[src/rtl/chacha_xor_stream.sv]
// chacha_xor_stream: XORs 512-bit ChaCha keystream blocks, one DATA_W lane per beat, onto a
// valid/ready stream, with an optional one-block prefetch slot to hide keystream latency.
module chacha_xor_stream #(
    parameter int DATA_W   = 128,
    parameter bit PREFETCH = 1'b1
) (
    input  logic                clk,
    input  logic                rst_n,
    input  logic                start,
    input  logic                in_valid,
    output logic                in_ready,
    input  logic [DATA_W-1:0]   in_data,
    input  logic [DATA_W/8-1:0] in_keep,
    input  logic                in_last,
    output logic                out_valid,
    input  logic                out_ready,
    output logic [DATA_W-1:0]   out_data,
    output logic [DATA_W/8-1:0] out_keep,
    output logic                out_last,
    output logic                ks_req,
    input  logic                ks_valid,
    input  logic [511:0]        ks_data,
    output logic                busy,
    output logic [31:0]         blk_cnt
);
    localparam int LANES = 512 / DATA_W;
    localparam int KW = DATA_W / 8;
    localparam int LW = (LANES > 1) ? $clog2(LANES) : 1;
    localparam logic [LW-1:0] LANE_MAX = LW'(LANES - 1);

    typedef enum logic [1:0] {S_IDLE, S_FETCH, S_RUN, S_DRAIN} state_t;

    state_t        state_q, state_d;
    logic [511:0]  cur_q, cur_d, nxt_q, nxt_d;
    logic          cur_full_q, cur_full_d, nxt_full_q, nxt_full_d;
    logic [LW-1:0] lane_q, lane_d;
    logic          ks_req_q, ks_req_d;
    logic          out_valid_q, out_valid_d, out_last_q, out_last_d;
    logic [DATA_W-1:0] out_data_q, out_data_d, lane_sel, keep_mask;
    logic [KW-1:0] out_keep_q, out_keep_d;
    logic [31:0]   blk_cnt_q, blk_cnt_d;
    logic          accept, ks_hit, slot_free, active, end_msg;

    assign lane_sel  = cur_q[int'(lane_q)*DATA_W +: DATA_W];
    assign in_ready  = (state_q == S_RUN) && cur_full_q && (!out_valid_q || out_ready);
    assign accept    = in_valid && in_ready;
    assign end_msg   = accept && in_last;
    // A pulse only counts against a request we actually have in flight.
    assign ks_hit    = ks_valid && ks_req_q;
    assign active    = (state_q == S_FETCH) || (state_q == S_RUN);
    assign slot_free = PREFETCH ? !(cur_full_q && nxt_full_q) : !cur_full_q;

    always_comb begin
        keep_mask = '0;
        for (int b = 0; b < KW; b++) keep_mask[b*8 +: 8] = {8{in_keep[b]}};
    end

    always_comb begin
        state_d     = state_q;
        cur_d       = cur_q;
        nxt_d       = nxt_q;
        cur_full_d  = cur_full_q;
        nxt_full_d  = nxt_full_q;
        lane_d      = lane_q;
        ks_req_d    = ks_req_q;
        out_valid_d = out_valid_q;
        out_data_d  = out_data_q;
        out_keep_d  = out_keep_q;
        out_last_d  = out_last_q;
        blk_cnt_d   = blk_cnt_q;
        if (ks_hit) begin
            blk_cnt_d = blk_cnt_q + 32'd1;
            ks_req_d  = 1'b0;
        end else if (active && !ks_req_q && slot_free && !end_msg) begin
            ks_req_d = 1'b1;
        end
        if (accept) begin
            out_valid_d = 1'b1;
            out_data_d  = (in_data ^ lane_sel) & keep_mask;
            out_keep_d  = in_keep;
            out_last_d  = in_last;
            lane_d      = (lane_q == LANE_MAX) ? '0 : lane_q + LW'(1);
            if (lane_q == LANE_MAX) begin
                cur_d      = nxt_q;
                cur_full_d = nxt_full_q;
                nxt_full_d = 1'b0;
            end
        end else if (out_ready) begin
            out_valid_d = 1'b0;
        end
        // Capture after the consume so a block arriving with the last-lane beat lands in the freed slot.
        if (ks_hit && active) begin
            if (!cur_full_d) begin
                cur_d      = ks_data;
                cur_full_d = 1'b1;
            end else begin
                nxt_d      = ks_data;
                nxt_full_d = 1'b1;
            end
        end
        case (state_q)
            S_IDLE: if (start) begin
                state_d    = S_FETCH;
                blk_cnt_d  = '0;
                cur_full_d = 1'b0;
                nxt_full_d = 1'b0;
                lane_d     = '0;
                ks_req_d   = 1'b1;
            end
            S_FETCH: state_d = ks_hit ? S_RUN : S_FETCH;
            S_RUN: if (end_msg) begin
                state_d    = ks_req_d ? S_DRAIN : S_IDLE;
                cur_full_d = 1'b0;
                nxt_full_d = 1'b0;
                lane_d     = '0;
            end
            default: state_d = ks_hit ? S_IDLE : S_DRAIN;
        endcase
    end

    always_ff @(posedge clk) begin
        if (!rst_n) begin
            state_q     <= S_IDLE;
            cur_q       <= '0;
            nxt_q       <= '0;
            cur_full_q  <= 1'b0;
            nxt_full_q  <= 1'b0;
            lane_q      <= '0;
            ks_req_q    <= 1'b0;
            out_valid_q <= 1'b0;
            out_data_q  <= '0;
            out_keep_q  <= '0;
            out_last_q  <= 1'b0;
            blk_cnt_q   <= '0;
        end else begin
            state_q     <= state_d;
            cur_q       <= cur_d;
            nxt_q       <= nxt_d;
            cur_full_q  <= cur_full_d;
            nxt_full_q  <= nxt_full_d;
            lane_q      <= lane_d;
            ks_req_q    <= ks_req_d;
            out_valid_q <= out_valid_d;
            out_data_q  <= out_data_d;
            out_keep_q  <= out_keep_d;
            out_last_q  <= out_last_d;
            blk_cnt_q   <= blk_cnt_d;
        end
    end

    assign ks_req    = ks_req_q;
    assign out_valid = out_valid_q;
    assign out_data  = out_data_q;
    assign out_keep  = out_keep_q;
    assign out_last  = out_last_q;
    assign blk_cnt   = blk_cnt_q;
    assign busy      = state_q != S_IDLE;
endmodule
[config.mk]
export PLATFORM = sky130hd
export DESIGN_NAME = chacha_xor_stream
export DESIGN_NICKNAME = d
export VERILOG_FILES = /design/src/rtl/chacha_xor_stream.sv
export SDC_FILE = /design/constraint.sdc
export NUM_CORES = 2
export LEC_CHECK = 0
export BUFFER_PORTS_ARGS = -buffer_cell sky130_fd_sc_hd__buf_2
export CAP_MARGIN = 20
export CORE_AREA = 3 3 324 326
export CTS_CLUSTER_DIAMETER = 100
export DETAILED_ROUTE_END_ITERATION = 16
export DIE_AREA = 0 0 327 329
export GPL_TIMING_DRIVEN = 0
export PLACE_DENSITY_LB_ADDON = 0.15
export SYNTH_ARGS = -nofsm -noshare
export SYNTH_HDL_FRONTEND = slang
export SYNTH_SLANG_ARGS = --single-unit
[constraint.sdc]
create_clock -name clk -period 2 [get_ports clk]
set_input_delay 0.1 -clock clk [delete_from_list [all_inputs] [get_ports clk]]
set_output_delay 0.1 -clock clk [all_outputs]
set_load 0.005 [all_outputs]
* Yosys cells after proc, flatten, opt, wreduce, memory -nomap -nowiden
Index checks and enable logic that the tools add are counted.
Widths: inputs -> output; s select.
** Storage, ports and cells
- Register bits :: 1209
- Input port bits :: 663
** Cells by class
- Shift operators :: 1
- Reductions and logical operators :: 21
- Add/subtract/negate cells :: 2
- Eq/ne operators :: 5
- Bitwise gates (word level) :: 2
- Muxes and demuxes :: 37
** Operators with widths (count)
- $mux 512 :: 4
- $shiftx 512x10->128 :: 1
- $and 128x128->128 :: 1
- $xor 128x128->128 :: 1
- $mux 32 :: 3
- $add 32x1->32 const B :: 1
- $mux 2 :: 9
- $mux 1 :: 17
- $logic_and 1x1->1 :: 10
- $pmux 2 s3 :: 1
- $eq 2x2->1 const B :: 2
- $logic_not 1->1 :: 4
- $ne 2x2->1 const B :: 2
- $pmux 1 s2 :: 2
- $pmux 2 s2 :: 1
- $reduce_and 2->1 :: 2
- $reduce_bool 2->1 :: 2
- $add 2x1->2 const B :: 1
- $eq 2x1->1 const B :: 1
- $logic_not 2->1 :: 1
- $logic_or 1x1->1 :: 2

* Logic depth before layout (Yosys ltp)
- Word-level depth :: 12
- Gate-level depth with buffers :: 10
- Gate-level depth less buffers :: 7

* Least setup slack after synthesis
No wires, ideal clock.
- Path type :: reg2reg
- Start point :: register state_q[0]
- End point :: register out_data_q[107] (netlist: out_data[107])
- Clock period less this slack :: 1888 ps
- Cell stages (with the launch flop) :: 11
- Slack :: 112 ps
- Library setup time :: 74 ps
- Arrival time :: 1814 ps
- Cell sequence :: dfxtp_1 -> inv_1 -> ha_1 -> and2_1 -> and3_1 -> buf_2 -> nor2_1 -> buf_2 -> clkbuf_1 -> nand2_1 -> o21ai_0
** On the way
- Cells in the longest elaborated chain, start to end :: 4
** RTL lines
- start: declaration :: RTL line 33 : state_t state_q, state_d;
- start signal: assignment :: RTL line 136 : state_q <= state_d;
- $eq 2x2->1 :: RTL line 45 : assign in_ready = (state_q == S_RUN) && cur_full_q && (!out_valid_q || out_ready);
- $logic_and 1x1->1 (2 in a row) :: RTL line 45
- $logic_and 1x1->1 :: RTL line 46 : assign accept = in_valid && in_ready;
- end signal: assignment :: RTL line 144 : out_data_q <= out_data_d;
- end: declaration :: RTL line 39 : logic [DATA_W-1:0] out_data_q, out_data_d, lane_sel, keep_mask;
Every way passes these cells.
A chain may end at the register's enable or synchronous reset.

* Worst setup path after layout
- Start point :: input rst_n
- End point :: register nxt_q[213]
** RTL lines
- start: declaration :: RTL line 8 : input logic rst_n,
- end signal: assignment :: RTL line 138 : nxt_q <= nxt_d;
- end: declaration :: RTL line 34 : logic [511:0] cur_q, cur_d, nxt_q, nxt_d;
No word-level cell between the ends.

==> reports/qor.yml <==
reg2reg_slack_ps: -60
clock_latency_ps: 750
routed_wl_um: 216000
area_delta_synth_final_pct: 42.4
drv_slew: 0
drive_gt1_share_pct: 21.6
cp_max_fo: 10
max_freq_mhz: 480
avgViaCountPerCell: 5.67
die_width_um: 327
fp.dieH_um: 329
grt_max_degree: 17
violations: "negative setup slack"
comb_power_share_pct: 10.5
htreeDepth: 4
std_cell_rows: 117
holdWs_ps: 144
synth_top_area_share_pct: 49.3
status: "finished, violations left"
synth_area_um2: 49100
p_seq_share_pct: 45.6
cts.sinks: 1209
cts_tree: "yes"
track_usage_pct: 37.9
cap_viol_max_count: 0
cellPowerDensity_nw_per_um2: 798
fin_crit_ps: 2080
netlist-cell-type-count: 46
drc: 0
cp.arrival_ps: 2680
yosysWarnings: 0
grt_setup_unrepaired: "true"
p_int_w: 0.0421
min_path_type: "input port to register"
yosysSeqAreaShare_pct: 49.3
core_um2: 102000
cp-start-kind: "input port"
synth_edf_count: 0
post-dp-hpwl_um: 150000
grt_pass1_vias: 50500
skew_ps: 28.4
postSynthCellCount: 6063
synthArstFlopShare_pct: 0
clk_pin_slew_ps: 60
worst_pin_slew_ps: 971
syn_nets: 6732
clock-root-buffer: "clkbuf_16"
synth.area.top_cells: "dfxtp_1, nand2_1, o21ai_0"
final_nets: 8430
cts.path.max_buffers: 3
crit_required_ps: 2600
synthFlopType: "dfxtp_1"
dp.cells: 8283
crit_path_end_kind: "register"
antenna_found_initial: 72
place.gp.congestion: 0.940
wl_per_cell_um: 23.2
synth_seq_cells: 1209
p_clk_share_pct: 44.0
dieArea_um2: 108000
ys_top_cells_by_count: "nand2_1, dfxtp_1, o21ai_0"
final_core_util_pct: 68.5
cts_inserted_buffers: 132
port_buffers: 843
peakVddDrop_mv: 0.763
grt_pass1_wl_um: 309000
ant_nets: 0
synth.most_common_cell: "nand2_1"
fin_cells: 9298
leakage_nw: 25.7
fin_crit_sh_pct: 104
avgSynthCellArea_um2: 8.10
setup_viol: 157
grt.overflow.total: 0
finalHoldViolCount: 0
relSlewSlack_pct: 35.2
drtIter0Drc: 5462
critPathKind: "input port to register"
switching_share_pct: 24.5
power_switching_w: 0.0137
start_util_pct: 48.1
first_pass_iters: 6
vias: 52800
setup_ws_ps: -84.8
yosysTopAreaCell: "dfxtp_1"
io_pins: 844
-- sequential cells by signal, indices dropped and copies added (netlist names) --
name        count
lane_q          2
out_keep       16
out_valid       1
cur_q         512
state_q         2
ks_req          1
out_data      128
nxt_full_q      1
blk_cnt        32
nxt_q         512
out_last        1
cur_full_q      1
-- per-layer routing --
metal	global-route usage (%)	wire, um	up-vias
met5	0	62	-
met4	22.9	14500	10
met3	7.44	20500	724
met2	60.5	98200	2996
met1	47.6	82300	24800
li1	-	-	24200
-- worst max-delay path: stages --
cell and delay (ps):
buf_2 170, dlygate4sd3_1 730, inv_2 270, clkbuf_2 690
clkbuf_1 550, a21oi_1 130
-- final timing paths --
kind / startpoint / cells after the start / endpoint
max: rst_n / 6 / nxt_q[213]
min: ks_data[326] / 4 / nxt_q[326]
max reg2reg: lane_q[1] / 5 / out_data[72]
min reg2reg: out_data[23] / 2 / out_data[23]
-- layout by cell type (no fill, tap or decap), types with 4 or more instances in the layout --
cell type	count
clkbuf_2	32
or2_2	4
o21ai_0	618
a21oi_1	535
or3_1	6
clkbuf_8	30
clkbuf_1	145
buf_8	44
buf_12	38
nand4_1	16
nor2_1	27
nand2_4	9
o21ai_2	8
buf_6	116
buf_4	141
dlygate4sd3_1	664
xnor2_1	134
nand2_2	22
inv_1	6
a31oi_1	514
buf_16	23
clkbuf_16	160
clkbuf_4	17
xor2_1	15
diode_2	72
mux2i_1	4
dfxtp_1	1204
nand2_1	2213
bufinv_16	6
mux4_2	128
dfxtp_2	4
o21ai_1	18
and3_1	5
clkinv_2	18
buf_2	862
nand3_1	14
-- what timing repair did --
action / in CTS / in global routing
setup endpoints to repair: 1193 / 1168
buffers inserted: 18 / 3
hold buffers: 663 / 1
pin swaps: 8 / 22
resized for setup: 587 / 412
cloned: 9 / 20
endpoints found under the hold margin: 1180 / 1
-- power by group through the flow --
stage               Combinational [W]  Sequential [W]  Clock [W]
finish                        0.00584          0.0254     0.0245
global route                  0.00618          0.0255     0.0256
CTS                           0.00543          0.0254     0.0246
detailed placement            0.00403          0.0259          0
global placement              0.00396          0.0259          0
floorplan                     0.00215          0.0256          0
-- cell type report --
cell class	count	area (um2)
clock inverter	30	320
timing repair buffer	1563	11900
sequential	1209	24200
inverter	8	32.5
fill	8248	32100
buffer	509	4750
antenna	72	180
clock buffer	201	3980
tap	1368	1710
multi-input combinational	4338	22800
-- stage by stage --
| stage | instance area [um2] | worst slack (ps) | power (W) | TNS (ps) |
|---|---|---|---|---|
| global placement | 55000 | -1700 | 0.0298 | -1101410 |
| detailed placement | 55200 | -1430 | 0.0299 | -1048110 |
| CTS | 68200 | -38.1 | 0.0554 | -737 |
| floorplan | 49100 | 112 | 0.0278 | 0 |
| global route | 69900 | -98.3 | 0.0572 | -16330 |
| finish | 69900 | -84.8 | 0.0558 | -2700 |
-- kinds of logic (layout without fill, tap and decap cells) --
| kind of cell | count (synthesis) | after routing | synth area share [%] |
|---|---|---|---|
| buffers and inverters | 517 | 2311 | 4.77 |
| XOR/XNOR | 149 | 149 | 2.66 |
| AND/OR/NAND/NOR | 2345 | 2346 | 18.4 |
| multiplexers | 132 | 132 | 5.95 |
| adder cells (fa/ha/maj) | 6 | 6 | 0.153 |
| other | 0 | 72 | 0 |
| flip-flops | 1209 | 1209 | 49.3 |
| AO/OA/AOI/OAI | 1705 | 1705 | 18.8 |
Note: power is estimated with default switching activity, not from simulation.
